===== src/rtl/fifo_wr_arbiter_pkg.sv =====
// Shared types and default sizing for the FIFO write arbiter slice.
package fifo_arb_pkg;

    localparam int DEF_N     = 16;
    localparam int DEF_R     = 4;
    localparam int DEF_BURST = 4;

    typedef enum logic [0:0] {
        IDLE = 1'b0,
        OWN  = 1'b1
    } arb_state_e;

    // Width of a port index; a single requester still needs one bit.
    function automatic int idx_width(input int n);
        return (n > 1) ? $clog2(n) : 1;
    endfunction

endpackage


===== src/rtl/fifo_wr_arbiter_if.sv =====
// Requester and FIFO-side signals of the write arbiter; the arbiter is the slave.
interface fifo_wr_arbiter_if import fifo_arb_pkg::*; #(
    parameter int N = DEF_N,
    parameter int R = DEF_R
) ();

    logic [R-1:0]        req;
    logic [R-1:0][N-1:0] din;
    logic [R-1:0]        gnt;
    logic [R-1:0]        ack;
    logic                fifo_full;
    logic                fifo_half_full;
    logic                fifo_we;
    logic [N-1:0]        fifo_din;
    logic                busy;

    modport master (
        output req, din, fifo_full, fifo_half_full,
        input  gnt, ack, fifo_we, fifo_din, busy
    );

    modport slave (
        input  req, din, fifo_full, fifo_half_full,
        output gnt, ack, fifo_we, fifo_din, busy
    );

endinterface


===== src/rtl/fifo_wr_arbiter_rr_picker.sv =====
// Round-robin picker: first set req bit searching upward from last_owner+1, wrapping.
module rr_picker import fifo_arb_pkg::*; #(
    parameter int R  = DEF_R,
    parameter int LW = idx_width(R)
) (
    input  logic [R-1:0]  req,
    input  logic [LW-1:0] last_owner,
    output logic [R-1:0]  winner,
    output logic          valid
);

    logic [R-1:0] winner_s;
    logic         valid_s;
    logic [LW-1:0] idx_v;

    // Walk the ring once; the first requester found blocks all later ones.
    always_comb begin
        winner_s = {R{1'b0}};
        valid_s  = 1'b0;
        idx_v    = {LW{1'b0}};
        for (int k = 1; k <= R; k++) begin
            idx_v           = LW'((int'(last_owner) + k) % R);
            winner_s[idx_v] = req[idx_v] & ~valid_s;
            valid_s         = valid_s | req[idx_v];
        end
    end

    assign winner = winner_s;
    assign valid  = valid_s;

endmodule


===== src/rtl/fifo_wr_arbiter.sv =====
// Burst-limited round-robin arbiter funnelling R write requesters into one FIFO port.
module fifo_wr_arbiter import fifo_arb_pkg::*; #(
    parameter int N     = DEF_N,
    parameter int R     = DEF_R,
    parameter int BURST = DEF_BURST
) (
    input logic              clk,
    input logic              rstn,
    fifo_wr_arbiter_if.slave bus
);

    localparam int LW = idx_width(R);
    localparam int BW = $clog2(BURST) + 1;

    arb_state_e    state_r;
    arb_state_e    state_nxt_s;
    logic [R-1:0]  gnt_r;
    logic [R-1:0]  gnt_nxt_s;
    logic          busy_r;
    logic          busy_nxt_s;
    logic [BW-1:0] beat_r;
    logic [BW-1:0] beat_nxt_s;
    logic [LW-1:0] last_r;
    logic [LW-1:0] last_nxt_s;

    logic [LW-1:0] owner_idx_s;
    logic [LW-1:0] pick_base_s;
    logic [R-1:0]  pick_onehot_s;
    logic          pick_valid_s;
    logic [R-1:0]  ack_s;
    logic          fifo_we_s;
    logic [N-1:0]  fifo_din_s;
    logic          owner_req_s;
    logic          accept_s;
    logic [BW-1:0] limit_s;
    logic          release_s;

    // Index of the current owner, recovered from the one-hot grant.
    always_comb begin
        owner_idx_s = {LW{1'b0}};
        for (int i = 0; i < R; i++) begin
            owner_idx_s = owner_idx_s | (LW'(i) & {LW{gnt_r[i]}});
        end
    end

    // While owning, a release searches from the owner so it goes to the back of the ring.
    assign pick_base_s = (state_r == OWN) ? owner_idx_s : last_r;

    rr_picker #(
        .R  (R),
        .LW (LW)
    ) u_picker (
        .req        (bus.req),
        .last_owner (pick_base_s),
        .winner     (pick_onehot_s),
        .valid      (pick_valid_s)
    );

    // Output muxing; the reset cycle is gated so an aborted burst writes nothing.
    always_comb begin
        ack_s      = gnt_r & bus.req & {R{~bus.fifo_full & rstn}};
        fifo_we_s  = |ack_s;
        fifo_din_s = {N{1'b0}};
        for (int i = 0; i < R; i++) begin
            fifo_din_s = fifo_din_s | (bus.din[i] & {N{gnt_r[i]}});
        end
    end

    assign owner_req_s = |(gnt_r & bus.req);
    assign accept_s    = fifo_we_s;
    assign limit_s     = bus.fifo_half_full ? BW'(1) : BW'(BURST);
    assign release_s   = ~owner_req_s | (accept_s & ((beat_r + BW'(1)) >= limit_s));

    // Next-state, grant, beat counter and last-owner update.
    always_comb begin
        state_nxt_s = state_r;
        gnt_nxt_s   = gnt_r;
        beat_nxt_s  = beat_r;
        last_nxt_s  = last_r;
        case (state_r)
            IDLE: begin
                if (pick_valid_s) begin
                    state_nxt_s = OWN;
                    gnt_nxt_s   = pick_onehot_s;
                    beat_nxt_s  = {BW{1'b0}};
                end else begin
                    state_nxt_s = IDLE;
                    gnt_nxt_s   = {R{1'b0}};
                end
            end
            OWN: begin
                if (release_s) begin
                    beat_nxt_s  = {BW{1'b0}};
                    last_nxt_s  = owner_idx_s;
                    state_nxt_s = pick_valid_s ? OWN : IDLE;
                    gnt_nxt_s   = pick_valid_s ? pick_onehot_s : {R{1'b0}};
                end else if (accept_s) begin
                    beat_nxt_s = beat_r + BW'(1);
                end else begin
                    beat_nxt_s = beat_r;
                end
            end
            default: begin
                state_nxt_s = IDLE;
                gnt_nxt_s   = {R{1'b0}};
                beat_nxt_s  = {BW{1'b0}};
            end
        endcase
        busy_nxt_s = |gnt_nxt_s;
    end

    // State register with synchronous active-low reset; port 0 gets first priority.
    always_ff @(posedge clk) begin
        if (!rstn) begin
            state_r <= IDLE;
            gnt_r   <= {R{1'b0}};
            busy_r  <= 1'b0;
            beat_r  <= {BW{1'b0}};
            last_r  <= LW'(R - 1);
        end else begin
            state_r <= state_nxt_s;
            gnt_r   <= gnt_nxt_s;
            busy_r  <= busy_nxt_s;
            beat_r  <= beat_nxt_s;
            last_r  <= last_nxt_s;
        end
    end

    assign bus.gnt      = gnt_r;
    assign bus.busy     = busy_r;
    assign bus.ack      = ack_s;
    assign bus.fifo_we  = fifo_we_s;
    assign bus.fifo_din = fifo_din_s;

endmodule


===== src/flat_wrapper.sv =====
// flat-port wrapper written by rule: the top's interface ports become plain ports
module fifo_wr_arbiter_flat import fifo_arb_pkg::*;
#(
    parameter int N     = DEF_N,
    parameter int R     = DEF_R,
    parameter int BURST = DEF_BURST
)
  (clk, rstn, bus_req, bus_din, bus_fifo_full, bus_fifo_half_full, bus_gnt, bus_ack, bus_fifo_we, bus_fifo_din, bus_busy);
  fifo_wr_arbiter_if #(.N(N), .R(R)) bus_i ();
  input logic clk;
  input logic rstn;
  input wire logic [$bits(bus_i.req)-1:0] bus_req;
  input wire logic [$bits(bus_i.din)-1:0] bus_din;
  input wire logic [$bits(bus_i.fifo_full)-1:0] bus_fifo_full;
  input wire logic [$bits(bus_i.fifo_half_full)-1:0] bus_fifo_half_full;
  output wire logic [$bits(bus_i.gnt)-1:0] bus_gnt;
  output wire logic [$bits(bus_i.ack)-1:0] bus_ack;
  output wire logic [$bits(bus_i.fifo_we)-1:0] bus_fifo_we;
  output wire logic [$bits(bus_i.fifo_din)-1:0] bus_fifo_din;
  output wire logic [$bits(bus_i.busy)-1:0] bus_busy;
  assign bus_i.req = bus_req;
  assign bus_i.din = bus_din;
  assign bus_i.fifo_full = bus_fifo_full;
  assign bus_i.fifo_half_full = bus_fifo_half_full;
  assign bus_gnt = bus_i.gnt;
  assign bus_ack = bus_i.ack;
  assign bus_fifo_we = bus_i.fifo_we;
  assign bus_fifo_din = bus_i.fifo_din;
  assign bus_busy = bus_i.busy;
  fifo_wr_arbiter #(.N(N), .R(R), .BURST(BURST)) u_core (.clk(clk), .rstn(rstn), .bus(bus_i));
endmodule

===== config.mk =====
export PLATFORM = sky130hd
export DESIGN_NAME = fifo_wr_arbiter_flat
export DESIGN_NICKNAME = d
export VERILOG_FILES = /design/src/rtl/fifo_wr_arbiter_pkg.sv /design/src/rtl/fifo_wr_arbiter_if.sv /design/src/rtl/fifo_wr_arbiter_rr_picker.sv /design/src/rtl/fifo_wr_arbiter.sv /design/src/flat_wrapper.sv
export SDC_FILE = /design/constraint.sdc
export NUM_CORES = 1
export LEC_CHECK = 0
export ABC_AREA = 1
export CAP_MARGIN = 20
export CORE_UTILIZATION = 39
export CTS_CLUSTER_SIZE = 30
export DETAILED_ROUTE_END_ITERATION = 6
export PLACE_DENSITY = 0.95
export SYNTH_ARGS = -nofsm -noshare
export SYNTH_HDL_FRONTEND = slang
export SYNTH_SLANG_ARGS = --single-unit

===== constraint.sdc =====
create_clock -name clk -period 6.2 [get_ports clk]
set_input_delay 0.93 -clock clk [delete_from_list [all_inputs] [get_ports clk]]
set_output_delay 0.93 -clock clk [all_outputs]
set_load 0.03 [all_outputs]

Word-level counts from Yosys, hierarchy flattened
Index checks and enable logic that the tools add are counted.

storage, ports and cells
  input bits = 72
  word-level logic and storage cells = 88
  flip-flop bits (word level) = 11

operators by class
  $add $sub $neg = 5
  reduce and logical (&&, ||, !) cells = 9
  bitwise logic cells = 27
  equality and inequality tests = 2
  $lt $le $gt $ge = 9
  mux-type cells = 31

operator list
  kind                   count
  $and A16 B16 Y16       4
  $or A16 B16 Y16        3
  $and A4 B4 Y4          3
  $bwmux W4              3
  $lt A2 B3 Y1 const B   4
  $mux W3                4
  $reduce_or A4 Y1       3
  $mux W1                10
  $bmux W1 S2            4
  $demux W1 S2           4
  $ge A2 B1 Y1 const B   4
  $mux W4                2
  $pmux W4 S2            1
  $not A1 Y1             6
  $pmux W3 S2            1
  $and A1 B1 Y1          5
  $add A2 B1 Y2 const B  2
  $add A2 B2 Y2 const B  2
  $logic_and A1 B1 Y1    4
  $or A1 B1 Y1           4
  $reduce_and A2 Y1      2
  $add A3 B1 Y3 const B  1
  $ge A3 B3 Y1           1
  $ne A3 B3 Y1 const B   1
  other kinds (5)        5

Logic depth before layout (Yosys ltp)
Gate-level depths: netlist of run 1.

  depth after elaboration = 16
  depth in mapped cells = 17

By module
From an unflattened synthesis of run 1, not the netlist that was laid out.

unflattened totals
  cells, all modules = 268
  area, all modules = 1542.7 um2

by module, submodules not included
  module           cells each  area an instance (um2)  times used
  fifo_wr_arbiter  182         1068.5                  1
  rr_picker        86          474.2                   1

Least setup slack after synthesis of run 1
No wires, ideal clock.

  kind = input port to output port
  from = input rstn
  to = output bus_ack[0]
  cell stages on the path = 4
  setup slack = 3.640 ns
  data required time = 5.270 ns
  path buffers = 0
  data arrival time = 1.630 ns
  cells stage by stage = inv_1 > nor2_1 > inv_1 > nor2_1

between the ends
  cells in the longest elaborated chain, start to end = 2

ends and longest elaborated chain
  item             RTL line               RTL
  start, declared  flat_wrapper.sv:11     input logic rstn;
  $and A1 B1 Y1    fifo_wr_arbiter.sv:61  ack_s = gnt_r & bus.req & {R{~bus.fifo_full & rstn}};
  $and A4 B4 Y4    fifo_wr_arbiter.sv:61
  end, declared    flat_wrapper.sv:17     output wire logic [$bits(bus_i.ack)-1:0] bus_ack;

No other way between the ends.

Worst setup path after layout of run 1
  from = input rstn
  to = output bus_ack[1]

Same word-level chain as after synthesis.

==> reports/results.ini, run 1 <==
[status]
status = finished, final reports clean

[grt]
grt_max_degree = 23
grt_util_met3 = 0.0399
antenna_found_initial = 0
gr-usage-met2 = 0.517
busiest_layer = met2
grt_pass1_vias = 1944
grt_overflow_total = 0
track_usage = 0.280
met1_usage = 0.326
grt_pass1_wl_mm = 8.93

[logic_synthesis]
syn_inst = 273
yosys_warnings = 0
synth_top_family_by_area = simple AND/OR/NAND/NOR gates
syn_nets = 356
syn-cell-area_um2 = 1470
ys_ff_latch = 11
synthTopCellsByArea = nand2_1, dfxtp_1, nand3_1, ha_1, nand4_1
synthAdderAreaFrac = 0.0938
synth_area_leader_cell = nand2_1
avgSynthCellArea_um2 = 5.38
yosys.area_share.simple = 0.598
ys_types = 23
synth-xor-area-share = 0.00597
synth.area.mux_share = 0
synth-compound-area-share = 0.0708
synth_top_area_share = 0.322
ys_seq_area_frac = 0.150

[cts]
ctsHoldBuffers = 0
clk_pin_slew_ns = 0.05
root_buffer = clkbuf_8
cts_tree = built
cts_sinks = 11
cts_made_buffers = 3
post_cts_resized = 0
insertion_delay_ns = 0.24
clk_path_buf_depth = 2
htree_levels = 1
cts_setup_buffers = 0

[detailed_routing]
drt_iter0_drc = 149
wirelength_mm = 5.71
vias_per_cell = 5.15
postRouteAntennaNets = 0
dr.pass1.iters = 4
via_count = 2121
wl_per_cell_um = 13.9
drc_errors = 0

[hold_path]
hold_path.class = reg2reg

[timing]
period_needed_ns = 3.63
drv_slew = 0
rsz0062_at_grt = false
fmax_ghz = 0.275
fin_skew_ns = 0.00569
finalCritPeriodShare = 0.586
fin_ws_ns = 2.57
tightest_slew_ns = 0.881
finalSetupViolCount = 0
slew_headroom = 0.412
fin_setup_tns_ns = 0
hold_violations = 0

[run]
drv_cap = 0

[floorplanning]
initial_core_util = 0.423
core_um2 = 3470
floorplan.die_area_um2 = 4010
ios = 98
rows = 21
die_x_um = 63.3
die_height_um = 63.3

[final_layout]
area_growth_pct = 70.8
final_common_cell = nand2_1
seq_area_um2 = 220
final_cell_count_no_fill = 412
n_antenna_cell = 0
nNetsFinal = 450
multi_input_area_um2 = 1130
fillers = 288
finish.utilization = 0.723
layout-drive-gt1-share = 0.0355
most-common-layout-cells = nand2_1, clkdlybuf4s50_1, nand3_1
design_area_um2 = 2510

[place]
globalplace.congestion = 0.854
dp_slack_ns = 2.58
dpl.hpwl_mm = 4.52
dp_cells = 408
place_area_um2 = 2460
portBuffers = 97

[setup_path]
cp.required_ns = 5.27
critPathCaptureType = output port
path_class = in2out
worst-endpoint-arrival_ns = 2.70
worstPathMaxFanout = 8
start_kind = input pin

[pwr]
ir_drop_mv = 0.286
power.density_nw_per_um2 = 371
power_leakage_uw = 0.00117

-- stage by stage --
step,hold slack [ns],power [uW]
final,0.484,931
after global routing,0.511,1010
after CTS,0.486,926
after detailed placement,0.467,851
after global placement,0.470,834
after floorplan,0.449,608
-- routing by layer --
| metal | part of all wire | up-vias |
|---|---|---|
| li1 | - | 1077 |
| met1 | 0.42 | 935 |
| met2 | 0.48 | 97 |
| met3 | 0.079 | 12 |
| met4 | 0.018 | 0 |
| met5 | 0 | - |
-- kinds of logic after synthesis --
kind of cell	count (synthesis)
buf+inv	31
flops	11
compound gates	19
fa+ha+maj	11
simple gates	200
xor+xnor	1
-- worst paths after layout --
check	startpoint	slack (ns)	to	cells past startpoint
max	rstn	2.57	bus_ack[1]	6
min reg2reg	u_core.beat_r[2]	0.48	u_core.beat_r[2]	2
max reg2reg	u_core.bus.gnt[3]	3.19	u_core.bus.busy	16
min	u_core.beat_r[2]	0.48	u_core.beat_r[2]	2
-- cells in the mapped netlist --
library cell and n:
nand2_1 126, nand3_1 28, inv_1 21, nand4_1 19, nor2_1 18, dfxtp_1 11, ha_1 11, a21oi_1 8
o21ai_0 5, nand2_2 4, buf_2 3, clkbuf_1 3, o21ai_1 3, buf_1 2, inv_2 2, nand2_4 2
nand3_2 1, nand3b_1 1, nand4_2 1, o211ai_1 1, o21a_1 1, o311ai_0 1, xor2_1 1
-- critical path: stages --
cell and delay, ns:
clkdlybuf4s50_1 0.55, inv_1 0.16, nor2_1 0.15, inv_1 0.11, nor2_1 0.11, clkdlybuf4s50_1 0.68
-- power by group --
group | switching, uW | leakage (uW) | internal (uW)
combinational | 439 | 0.00106 | 282
clock | 26.4 | 0.0000228 | 45.1
sequential | 49.4 | 0.0000907 | 89.9
-- layout make-up --
class                           instances  area share
Timing Repair Buffer                   97       0.387
Tap cell                               46      0.0230
Inverter                               23      0.0344
Multi-Input combinational cell        231       0.450
Sequential cell                        11      0.0878
Clock buffer                            4      0.0180
-- state kept, by name, summed over array words and instances (netlist names) --
register and count:
u_core.bus.gnt 4, u_core.state_r 1, u_core.last_r 2, u_core.bus.busy 1, u_core.beat_r 3
Power figures use the tool's default switching activity.
==> inputs of run 2 (changes only) <==
Settings changed: CORE_UTILIZATION 39 to 36, PLACE_DENSITY 0.95 to 0.89.
Clock period 6.2 ns to 3.4 ns, I/O delays scaled along.
==> run 2 against run 1 <==
Effect of this change:
- core utilization decreased by 4.9 points
- via count rose by 0.71%
- worst setup slack got worse by 2.0 ns
- clock power is 79% higher
- sequential cell count stayed put
- sequential share of layout area shrank 0.11 points
- largest power group unchanged
- non-clock buffer count rose by 4
==> reports/results.ini, run 2 (synthesis gave the netlist of run 1 again) <==
[hold_path]
min_delay_path_depth = 2  ; unchanged
worstHoldEndpoint = u_core.beat_r[2]
hp-start = u_core.beat_r[2]
hold_path.class = reg2reg

[detailed_routing]
wirelength_mm = 5.58  ; -2.3%
drc_errors = 0  ; unchanged
postRouteAntennaNets = 0  ; unchanged
via_count = 2136  ; +0.71%
vias_per_cell = 5.11  ; -0.74%
wl_per_cell_um = 13.4  ; -3.7%
drt_iter0_drc = 90  ; -40%
dr.pass1.iters = 4  ; unchanged

[timing]
fin_skew_ns = 0.00233  ; -0.00336 ns
fmax_ghz = 0.352
hold_violations = 0  ; unchanged
finalSetupViolCount = 0  ; unchanged
drv_slew = 0  ; unchanged
period_needed_ns = 2.84
finalCritPeriodShare = 0.837
fin_setup_tns_ns = 0  ; unchanged
tightest_slew_ns = 0.565  ; -0.316 ns
slew_headroom = 0.621  ; +0.209
rsz0062_at_grt = false

[place]
dp_cells = 414  ; +1.5%
dpl.hpwl_mm = 4.51  ; -0.34%
globalplace.congestion = 0.851  ; -0.34%
portBuffers = 97  ; unchanged
place_area_um2 = 2490  ; +1.3%

[grt]
grt_max_degree = 21  ; -8.7%
track_usage = 0.248  ; -0.0325
grt_overflow_total = 0  ; unchanged
antenna_found_initial = 0  ; unchanged
grt_pass1_wl_mm = 8.39  ; -6.0%
grt_pass1_vias = 1888  ; -2.9%

[pwr]
p_total_uw = 1700  ; +82%
ir_drop_mv = 0.494  ; +72%
intPower_uw = 771  ; +85%
sw_frac_of_total = 0.546  ; -0.00604
power_leakage_uw = 0.00119  ; +1.8%
power.density_nw_per_um2 = 669  ; +80%
p_seq_frac = 0.113  ; -0.037
power.switching_uw = 928  ; +80%
clockPowerShare = 0.076  ; about the same
combPwrFrac = 0.811  ; +0.037

[setup_path]
cpMaxStageDelayCell = clkdlybuf4s50_1
reg2reg_slack_ns = 0.83  ; -2.36 ns
rr_worst_depth = 14  ; -2
critPathCaptureType = output port
max_stage_delay_ns = 0.67  ; about the same
cpLargestDelayFamily = buffers and inverters
r2r_end = u_core.bus.busy
start_kind = input pin
cp.required_ns = 2.89  ; -2.38 ns
worst-endpoint-arrival_ns = 2.33  ; -0.37 ns
cp_num_buf_inv = 4  ; unchanged
worstPathMaxFanout = 8  ; unchanged
path_cells = clkdlybuf4s50_1 -> inv_1 -> nor2_1 -> inv_1 -> nor2_1 -> clkdlybuf4s50_1
path_class = in2out
r2r_start = u_core.bus.gnt[3]

[cts]
root_buffer = clkbuf_8
cts_setup_buffers = 0  ; unchanged
post_cts_resized = 0  ; unchanged
clk_path_buf_depth = 2  ; unchanged
cts_tree = built
insertion_delay_ns = 0.23  ; about the same
cts_made_buffers = 3  ; unchanged
cts_sinks = 11  ; unchanged
htree_levels = 1  ; unchanged
ctsHoldBuffers = 0  ; unchanged
clk_pin_slew_ns = 0.05  ; about the same

[final_layout]
nNetsFinal = 454  ; +0.89%
multi_input_area_um2 = 1130  ; unchanged
layout-drive-gt1-share = 0.0459  ; +0.0104
final_cell_count_no_fill = 418  ; +1.5%
seq_area_um2 = 220  ; unchanged
design_area_um2 = 2540  ; +1.3%
fillers = 351  ; +22%
area_growth_pct = 73.1
n_antenna_cell = 0  ; unchanged
final_common_cell = nand2_1
largest_reg_flops = 4  ; unchanged
most-common-layout-cells = nand2_1, clkdlybuf4s50_1, nand3_1
finish.utilization = 0.674  ; -0.0494

[floorplanning]
initial_core_util = 0.389  ; -0.0340
die_x_um = 65.9  ; +4.0%
core_um2 = 3770  ; +8.7%
ios = 98  ; unchanged
floorplan.die_area_um2 = 4340  ; +8.1%
rows = 22  ; +4.8%
die_height_um = 65.9  ; +4.0%

[status]
status = finished, final reports clean

[run]
drv_cap = 0  ; unchanged

[run 2: cell types whose count changed in the layout (fill, tap and decap cells not counted), sizes merged]
| cell | delta |
|---|---|
| buf | +4 |
[run 2: power by group through the flow]
stage	logic [uW]	clock network [uW]	registers (uW)
3_3_place_gp	1350	0	194
3_5_place_dp	1370	0	195
5_1_grt	1520	139	198
6_report	1380	128	192
2_1_floorplan	889	0	220
4_1_cts	1370	131	193
[run 2: worst min-delay path: stages (launching register included)]
cell and delay (ns):
dfxtp_1 0.31, nand2_1 0.06, a21oi_1 0.06
[run 2: cell type report]
cell class                 count  share of cell area
timing repair buffer         101               0.394
sequential                    11              0.0867
inverter                      23              0.0340
tap                           48              0.0236
multi-input combinational    231               0.444
clock buffer                   4              0.0177
[run 2: metal layers]
metal,vias to the layer above,wire [um],GRT usage
met5,-,0,0
met4,0,55,0.0679
met2,79,2740,0.443
li1,1082,-,-
met1,969,2280,0.289
met3,6,514,0.0603
[run 2: per-stage QoR]
| step | hold slack (ns) | setup WS [ns] |
|---|---|---|
| 6_report | 0.485 | 0.555 |
| 5_1_grt | 0.510 | 0.414 |
| 4_1_cts | 0.486 | 0.584 |
| 3_5_place_dp | 0.479 | 0.588 |
| 3_3_place_gp | 0.471 | 0.659 |
| 2_1_floorplan | 0.449 | 1.01 |
[run 2: worst max-delay path by stage]
stage / from / to / slack (ns) / cells past startpoint
after floorplan: u_core.bus.gnt[2] / u_core.bus.busy / 1.01 / 15
after global placement: rstn / bus_ack[0] / 0.66 / 6
after detailed placement: rstn / bus_ack[3] / 0.59 / 6
after CTS: rstn / bus_ack[3] / 0.58 / 6
after global routing: rstn / bus_ack[0] / 0.41 / 6
final: rstn / bus_ack[3] / 0.56 / 6
==> variant: new RTL, flow settings as in run 2 <==
The package constant `DEF_BURST` goes from 4 to 2.
--- a/src/rtl/fifo_wr_arbiter_pkg.sv
+++ b/src/rtl/fifo_wr_arbiter_pkg.sv
@@ -4,5 +4,5 @@
     localparam int DEF_N     = 16;
     localparam int DEF_R     = 4;
-    localparam int DEF_BURST = 4;
+    localparam int DEF_BURST = 2;
 
     typedef enum logic [0:0] {
Behaviour: not the same (a bounded check fails within 4 cycles, from zero or initial values and one cycle with rstn low).
==> variant against run 2 <==
Combinational power rose by 4%; routed wire length up 0.56%; design area increased by 1.8%; non-clock buffer count is the same; worst setup slack got worse by 0.17 ns; total power is 4.2% higher; synthesized area rose by 2.8%; sequential cell count fell by 1; largest cell class unchanged.
==> variant: results (changes against run 2) <==
- Count of unique library cells instantiated by Yosys: 29 (+26%)
- Number of vias per cell: 5.00 (-2.2%)
- Routed met1 length: 2.41 mm (+6.0%)
- Net count of the mapped netlist: 348 (-2.2%)
- Number of antenna violations at the first check in global routing: 0 (unchanged)
- DR vias: 2065 (-3.3%)
- Detailed-routed wire length on met3: 266 um (-48%)
- Number of antenna cells inserted: 0 (unchanged)
- Result of the run: complete, no violations
- Final worst path period need: 3.02 ns (+0.172 ns)
- Maximum number of pins on one net before global-route repair: 20 (-4.8%)
- Estimated wirelength of the detail-placed design: 4.55 mm (+0.95%)
- Instance count of the mapped netlist: 266 (-2.6%)
- First-pass GRT wire length: 8.18 mm (-2.6%)
- Total placed cells including tap cells: 409 (-1.2%)
- Main synth FF type: sky130_fd_sc_hd__dfxtp_1
- Sequential cell area fraction in the yosys report: 13.3% (-1.7 points)
- TritonCTS Buffers: 3 (unchanged)
- Final #Nets: 446 (-1.8%)
- Clock transition at the register clock pins on the worst setup and hold paths after CTS: 0.05 ns (about the same)
- Starting DRT DRC Count: 87 (-3.3%)
- TNS Setup: 0 ns (unchanged)
- Met2 layer usage reported by global route: 41.2% (-3.1 points)
- Maximum clock insertion buffer count: 2 (unchanged)
- DP Worst Slack: 0.448 ns (-0.139 ns)
- Global routing usage summed across all routing layers: 23.6% (-1.1 points)
- Flop-to-flop setup slack: 0.89 ns (+0.06 ns)
- Most common library cells after synthesis: sky130_fd_sc_hd__nand2_1 (116), sky130_fd_sc_hd__inv_1 (25), sky130_fd_sc_hd__nand3_1 (23)
- Stage delay of the slowest cell on the critical path: 0.70 ns (+0.03 ns)
- Via count of the first global-routing pass: 1800 (-4.7%)
- Met3 capacity usage during global routing: 3.42% (-2.6 points)
- Cell family with most CP delay: buffers and inverters
- Clk_skew: 0.00459 ns (+0.00226 ns)
- Area post-placement: 2530 um2 (+1.4%)
- Max Used Layer: met4
- Fraction of final layout cells with drive strength greater than 1: 7.71% (+3.1 points)
- Post-cts gate resize count: 0 (unchanged)
- Met1 capacity usage during global routing: 30.7% (+1.8 points)
- Largest voltage drop on the vdd net: 0.000457 V (-7.5%)
- Final hold slack: 0.508 ns (+0.0223 ns)
- Maximum fanout encountered on the critical timing path: 9 (+1)
- Post-CTS Setup Inserts: 0 (unchanged)
- Tightest Pin Transition: 0.454 ns (-0.111 ns)
- Static leakage: 1.17 nW (-1.8%)
- Routability congestion estimate from global placement: 0.848 (-0.29%)
- Root buffer cell: sky130_fd_sc_hd__clkbuf_8
- Routed wl met2: 2.86 mm (+4.5%)
- Leading post-synthesis cells by cell area: sky130_fd_sc_hd__nand2_1 (29%), sky130_fd_sc_hd__dfxtp_1 (13%), sky130_fd_sc_hd__nand4_1 (8.7%), sky130_fd_sc_hd__ha_1 (8.3%), sky130_fd_sc_hd__nand3_1 (7.6%)
- Total detailed-routing wirelength: 5.61 mm (+0.56%)
## variant: cell types whose count changed after synthesis, sizes merged, moves of 2 or more
| cell | before | now |
|---|---|---|
| nand2 | 132 | 125 |
| nand4 | 20 | 22 |
| buf | 5 | 3 |
| nand3 | 29 | 27 |
| inv | 23 | 26 |
| clkbuf | 3 | 5 |
## variant: path summary, 6_finish.rpt
check,startpoint,endpoint,cells after the start
max,rstn,bus_fifo_we,6
min,u_core.beat_r[1],u_core.beat_r[1],2
max reg2reg,u_core.state_r,u_core.bus.busy,13
min reg2reg,u_core.beat_r[1],u_core.beat_r[1],2
## variant: cell type report
| type | count | area, um2 |
|---|---|---|
| fillers | 346 | 1420 |
| multi-input cells | 221 | 1160 |
| repair buffers | 101 | 1000 |
| flip-flops and latches | 10 | 200 |
| inverters | 27 | 104 |
| well taps | 50 | 62.6 |
| clock buffers | 4 | 55.1 |
## variant: where the power goes
| group | switching (W) | internal, W | total (W) |
|---|---|---|---|
| clock | 0.0000524 | 0.000102 | 0.000155 |
| sequential | 0.0000350 | 0.000150 | 0.000185 |
| combinational | 0.000886 | 0.000543 | 0.00143 |
## variant: worst reg2reg max path, delay by kind of cell (launching register included)
family | cells | cell delay [ns]
buffers and inverters | 1 | 0.17
AO/OA/AOI/OAI | 2 | 0.26
AND/OR/NAND/NOR | 9 | 1.02
flip-flops | 1 | 0.57
adder cells (fa/ha/maj) | 1 | 0.38
## variant: kinds of logic (layout without fill, tap and decap cells)
group	Yosys count	count (layout)	synth area share, %
buf+inv	35	132	9.70
fa+ha+maj	10	10	8.29
flops	10	10	13.3
xor+xnor	1	1	0.581
compound gates	17	17	7.63
simple gates	193	193	60.5
